### src/rtl/bram_dp_port_arbiter.sv
// Round-robin arbiter sharing one synchronous BRAM port between two valid/ready requesters.
// Registers the winning request onto the port and routes read data back via a tag pipeline.
module bram_dp_port_arbiter #(
    parameter int DATA_WIDTH = 32,
    parameter int ADDR_WIDTH = 10
) (
    input  logic                  clk,
    input  logic                  rst,
    input  logic                  en,

    input  logic                  r0_valid,
    output logic                  r0_ready,
    input  logic                  r0_wr,
    input  logic [ADDR_WIDTH-1:0] r0_addr,
    input  logic [DATA_WIDTH-1:0] r0_data_in,
    output logic                  r0_rsp_valid,
    output logic [DATA_WIDTH-1:0] r0_data_out,

    input  logic                  r1_valid,
    output logic                  r1_ready,
    input  logic                  r1_wr,
    input  logic [ADDR_WIDTH-1:0] r1_addr,
    input  logic [DATA_WIDTH-1:0] r1_data_in,
    output logic                  r1_rsp_valid,
    output logic [DATA_WIDTH-1:0] r1_data_out,

    output logic                  bram_wr,
    output logic [ADDR_WIDTH-1:0] bram_addr,
    output logic [DATA_WIDTH-1:0] bram_data_in,
    input  logic [DATA_WIDTH-1:0] bram_data_out
);

    // prio_q: 0 favours requester 0, 1 favours requester 1 when both are valid
    logic                  prio_q, prio_d;
    logic                  iss_act_q, iss_act_d;
    logic                  iss_rd_q, iss_rd_d;
    logic                  iss_own_q, iss_own_d;
    logic                  bram_wr_q, bram_wr_d;
    logic [ADDR_WIDTH-1:0] bram_addr_q, bram_addr_d;
    logic [DATA_WIDTH-1:0] bram_data_q, bram_data_d;
    logic                  rsp_rd_q, rsp_rd_d;
    logic                  rsp_own_q, rsp_own_d;

    logic gnt0, gnt1;

    // Readys are forced low during reset so every output reads 0 while rst is high
    always_comb begin
        gnt0 = ~rst & en & r0_valid & (~r1_valid | ~prio_q);
        gnt1 = ~rst & en & r1_valid & (~r0_valid | prio_q);
    end

    always_comb begin
        prio_d      = prio_q;
        iss_act_d   = gnt0 | gnt1;
        iss_rd_d    = 1'b0;
        iss_own_d   = 1'b0;
        bram_wr_d   = 1'b0;
        bram_addr_d = bram_addr_q;
        bram_data_d = bram_data_q;
        if (gnt0) begin
            prio_d      = 1'b1;
            iss_rd_d    = ~r0_wr;
            bram_wr_d   = r0_wr;
            bram_addr_d = r0_addr;
            bram_data_d = r0_data_in;
        end else if (gnt1) begin
            prio_d      = 1'b0;
            iss_rd_d    = ~r1_wr;
            iss_own_d   = 1'b1;
            bram_wr_d   = r1_wr;
            bram_addr_d = r1_addr;
            bram_data_d = r1_data_in;
        end
        rsp_rd_d  = iss_act_q & iss_rd_q;
        rsp_own_d = iss_own_q;
    end

    always_ff @(posedge clk or posedge rst) begin
        if (rst) begin
            prio_q      <= 1'b0;
            iss_act_q   <= 1'b0;
            iss_rd_q    <= 1'b0;
            iss_own_q   <= 1'b0;
            bram_wr_q   <= 1'b0;
            bram_addr_q <= '0;
            bram_data_q <= '0;
            rsp_rd_q    <= 1'b0;
            rsp_own_q   <= 1'b0;
        end else begin
            prio_q      <= prio_d;
            iss_act_q   <= iss_act_d;
            iss_rd_q    <= iss_rd_d;
            iss_own_q   <= iss_own_d;
            bram_wr_q   <= bram_wr_d;
            bram_addr_q <= bram_addr_d;
            bram_data_q <= bram_data_d;
            rsp_rd_q    <= rsp_rd_d;
            rsp_own_q   <= rsp_own_d;
        end
    end

    always_comb begin
        r0_ready     = gnt0;
        r1_ready     = gnt1;
        bram_wr      = bram_wr_q;
        bram_addr    = bram_addr_q;
        bram_data_in = bram_data_q;
        r0_rsp_valid = rsp_rd_q & ~rsp_own_q;
        r1_rsp_valid = rsp_rd_q & rsp_own_q;
        r0_data_out  = r0_rsp_valid ? bram_data_out : '0;
        r1_data_out  = r1_rsp_valid ? bram_data_out : '0;
    end

endmodule

### config.mk
export PLATFORM = sky130hd
export DESIGN_NAME = bram_dp_port_arbiter
export DESIGN_NICKNAME = d
export VERILOG_FILES = /design/src/rtl/bram_dp_port_arbiter.sv
export SDC_FILE = /design/constraint.sdc
export NUM_CORES = 1
export LEC_CHECK = 0
export BUFFER_PORTS_ARGS = -buffer_cell sky130_fd_sc_hd__buf_2
export CAP_MARGIN = 20
export CORE_ASPECT_RATIO = 1.5
export CORE_MARGIN = 2
export CORE_UTILIZATION = 30
export DETAILED_ROUTE_END_ITERATION = 16
export GPL_TIMING_DRIVEN = 0
export SYNTH_ARGS = -nofsm -noshare
export SYNTH_HDL_FRONTEND = slang
export SYNTH_SLANG_ARGS = --single-unit
### constraint.sdc
create_clock -name clk -period 1.8 [get_ports clk]
set_input_delay 0.18 -clock clk [delete_from_list [all_inputs] [get_ports clk]]
set_output_delay 0.18 -clock clk [all_outputs]
set_load 0.05 [all_outputs]
== After elaboration in Yosys (flattened, before gate mapping) ==
Index checks and enable logic that the tools add are counted.

* Add/subtract/negate cells: 0
* $mul: 0
* Div/mod/pow operators: 0
* Order comparisons: 0
* Equality and inequality tests: 0
* Shift operators: 0
* Mux-type cells: 14
* Bitwise logic cells: 18
* Reductions and logical operators: 1

{| class="wikitable"
|+ Operators by type and width
! kind !! count
|-
| 2-to-1 mux 32 bit || 4
|-
| 2-to-1 mux 10 bit || 2
|-
| bitwise AND 1 bit || 8
|-
| 2-to-1 mux 1 bit || 8
|-
| inverter 1 bit || 7
|-
| bitwise OR 1 bit || 3
|-
| nonzero test 2 bit || 1
|}

* Bits in registers: 49
* Latch bits: 0
* RAM bits: 0
* Bits in read-only memories: 0
* Output and inout bits: 111
* Memories: 0

== Logic depth before layout (Yosys ltp) ==
* Word-level depth: 6
* Gate-level depth with buffers: 5
* Mapped depth without buffers: 4

== Worst setup path before layout ==
OpenSTA, ideal clock, no wires.

* Kind: reg2out
* Start: reg rsp_rd_q
* End: out r0_data_out[22]
* Arrival: 1754 ps
* Data required time: 1620 ps
* Setup slack: -134 ps
* Cell stages (with the launch flop): 4
* Cells stage by stage: dfrtp_1 > nor2b_1 > clkbuf_1 > and2_1

* Cells in the longest elaborated chain, start to end: 2

{| class="wikitable"
|+ RTL lines
! what !! line !! text
|-
| start: declaration || 41 || <nowiki>logic rsp_rd_q, rsp_rd_d;</nowiki>
|-
| start signal: assignment || 97 || <nowiki>rsp_rd_q <= rsp_rd_d;</nowiki>
|-
| bitwise AND 1 bit || 108 || <nowiki>r0_rsp_valid = rsp_rd_q & ~rsp_own_q;</nowiki>
|-
| net r0_rsp_valid || 16 || <nowiki>output logic r0_rsp_valid,</nowiki>
|-
| 2-to-1 mux 32 bit || 110 || <nowiki>r0_data_out = r0_rsp_valid ? bram_data_out : '0;</nowiki>
|-
| end: declaration || 17 || <nowiki>output logic [DATA_WIDTH-1:0] r0_data_out,</nowiki>
|}

The timed path passes the listed nets, and every way through them passes these cells.

== Worst setup path in the final report ==
* Start: reg rsp_own_q
* End: out r0_data_out[19]

* Cells in the longest elaborated chain, start to end: 3

{| class="wikitable"
|+ RTL lines
! what !! line !! text
|-
| start: declaration || 42 || <nowiki>logic rsp_own_q, rsp_own_d;</nowiki>
|-
| start signal: assignment || 98 || <nowiki>rsp_own_q <= rsp_own_d;</nowiki>
|-
| inverter 1 bit || 108 ||
|-
| bitwise AND 1 bit || 108 ||
|-
| 2-to-1 mux 32 bit || 110 ||
|}

No other way between the ends.

==> run_results.csv <==
group,metric,value,unit
status,status,"finished, final reports clean",
job,max-cap-violations,0,
global_routing,first_global_vias,3448,
routing,wl_per_cell,16.2,um
sta,max_freq,576,MHz
logic_synthesis,synth_edf_count,0,
logic_synthesis,yosys.area.top_type,"dfrtp_1",
final_layout,syn_to_final_growth,52.6,%
final_layout,fillers,944,
setup_path,critPathMaxFanout,10,
clocking,clockBufferDepth,2,
placement,dpl.hpwl,8380,um
worst_hold_path,min_path_type,"in2reg",
sta,hold_viol_final,0,
clocking,clk_pin_slew_worst_paths,0.07,ns
placement,gp_congestion,0.770,
setup_path,end_kind,"output port",
routing,dr.first_iter.drc_count,108,
setup_path,crit_arrival,1.56,ns
logic_synthesis,async_flop_share,100,%
placement,post-place-cells,644,
sta,relSlewSlack,66.3,%
global_routing,overflow,0,
routing,viasPerCell,5.09,
setup_path,startpoint_type,"flip-flop",
global_routing,grt_max_degree,29,
clocking,post_cts_buffers,0,
global_routing,grt_usage,19.4,%
sta,min_period_over_period,96.5,%
logic_synthesis,syn_nets,418,
sta,skew,0.00710,ns
setup_path,criticalPathCategory,"reg2out",
routing,first_pass_iters,4,
logic_synthesis,synth_area_per_cell,10.0,um^2
clocking,cts_buffers,5,
logic_synthesis,yosysMostFrequentCell,"and3_1",
setup_path,worstPathRequired,1.62,ns
die,die_x,85.0,um
logic_synthesis,synth_cell_type_count,25,
pwr,irDropWorstVdd,616,uV
die,die_y,125,um
sta,whs,0.0815,ns
sta,drv_slew,0,
die,rows,44,
clocking,clkSinkCount,49,
logic_synthesis,yosysSeqAreaShare,41.6,%
final_layout,nNetsFinal,660,
final_layout,drive_gt1_share,52.2,%
logic_synthesis,netlist_instances,295,
pwr,powerDensity,860,mW/mm^2
routing,drtAntennaViolNets,0,
logic_synthesis,ys_ff_latch,49,
final_layout,postLayoutCoreUtil,46.7,%
clocking,htreeDepth,2,
final_layout,n_antenna_cell,0,
routing,finalWirelength,10600,um
routing,vias,3321,
sta,setup_violations,0,
global_routing,grt_pass1_wl,16800,um
clocking,clk_latency,0.29,ns
die,coreArea,0.00963,mm^2
logic_synthesis,synthTopCellsByArea,"dfrtp_1 (42%), and3_1 (15%), a221o_1 (14%), nor3b_1 (11%), and2_1 (7.2%)",
sta,tightestPinTransition,0.505,ns
logic_synthesis,synth_warnings,0,
global_routing,antenna_found_initial,1,
die,pin_count,234,
placement,io_buffers,233,
final_layout,fin_cells,653,
logic_synthesis,synth_top_area_share,41.6,%
pwr,p_leak,2.66,nW
logic_synthesis,ys_top_cells_by_count,"and3_1 (72), dfrtp_1 (49), a221o_1 (42), nor3b_1 (42), and2_1 (34)",
die,start_util,30.6,%
logic_synthesis,synthFlopType,"dfrtp_1",
clocking,cts_tree,"done",
routing,drcViolationCount,0,
sta,period_needed,1.74,ns
die,dieArea,0.0107,mm^2
logic_synthesis,syn_area,0.00295,mm^2
clocking,root_buffer,"clkbuf_16",
## logic make-up (layout without fill, tap and decap cells)
| logic type | Yosys count | in the layout | synth area share, % |
|---|---|---|---|
| simple gates | 160 | 160 | 36.1 |
| buf+inv | 40 | 283 | 7.09 |
| compound gates | 46 | 46 | 15.3 |
| flops | 49 | 49 | 41.6 |
## layout by cell type, fill, tap and decap left out, drive strengths merged
cell type	count
a221o	42
a22o	1
a31oi	1
and2	34
and2b	1
and3	74
and3b	1
buf	240
clkbuf	35
clkinv	2
dfrtp	49
dlygate4sd3	1
inv	5
nand2	2
nand2b	1
nand3	1
nor2	2
nor2b	1
nor3b	42
o21ai	1
o22ai	1
or2b	1
## flip-flops by register name (all words and copies together), names as in the netlist
name and flops:
prio_q 1, iss_own_q 1, iss_rd_q 1, bram_wr 1
rsp_own_q 1, iss_act_q 1, rsp_rd_q 1, bram_addr 10
bram_data_in 32
## timing repair
action / 4_1_cts / 5_1_grt
hold buffers: 1 / 0
setup endpoints to repair: 29 / 58
resized for setup: 8 / 21
endpoints found under the hold margin: 21 / 0
## critical path, stage by stage (launching register included)
cell and delay [ns]:
dfrtp_1 0.47, nor2b_4 0.18, clkbuf_2 0.21, and2_1 0.19, buf_4 0.21
## routing by layer
layer / vias up / track usage [%] / part of all wire (%)
met3: 23 / 8.38 / 12
li1: 1589 / - / -
met4: 0 / 6.82 / 2.5
met5: - / 0 / 0
met1: 1520 / 20.3 / 37
met2: 189 / 34.1 / 49
## power by group
part	internal [mW]	switching, mW
sequential	1.29	0.115
clock	0.554	0.420
combinational	0.457	1.03
## metrics by stage
| stage | setup WS (ns) | total power [mW] | setup TNS (ns) | area [um^2] |
|---|---|---|---|---|
| after global placement | -0.331 | 2.90 | -16.11 | 4260 |
| final | 0.0630 | 3.87 | 0 | 4500 |
| after floorplan | 0.137 | 2.45 | 0 | 2950 |
| after detailed placement | 0.0490 | 2.92 | 0 | 4280 |
| after CTS | 0.0219 | 3.91 | 0 | 4460 |
| after global routing | -0.00898 | 4.05 | -0.0215 | 4500 |
## worst paths after layout
kind,slack [ns],start,endpoint,cells past startpoint
setup / recovery,0.06,rsp_own_q$_DFF_PP0_,r0_data_out[19],4
hold reg to reg,0.35,iss_own_q$_DFF_PP0_,rsp_own_q$_DFF_PP0_,0
min in group asynchronous,0.50,rst,bram_addr[4]$_DFFE_PP0P_,3
setup reg to reg,0.39,prio_q$_DFFE_PP0P_,bram_data_in[2]$_DFFE_PP0P_,4
hold / removal,0.08,r1_wr,iss_rd_q$_DFF_PP0_,2
max in group asynchronous,0.76,rst,bram_data_in[8]$_DFFE_PP0P_,4
## cell type report
cell class,instances,area (um^2),area share [%]
clock inverters,2,13.8,0.306
repair buffers,235,1240,27.5
inverters,5,18.8,0.417
multi-input cells,206,1520,33.8
well taps,115,144,3.20
flip-flops and latches,49,1230,27.3
clock buffers,6,139,3.09
plain buffers,35,199,4.42
No activity file was read; power rests on OpenSTA's default activity.
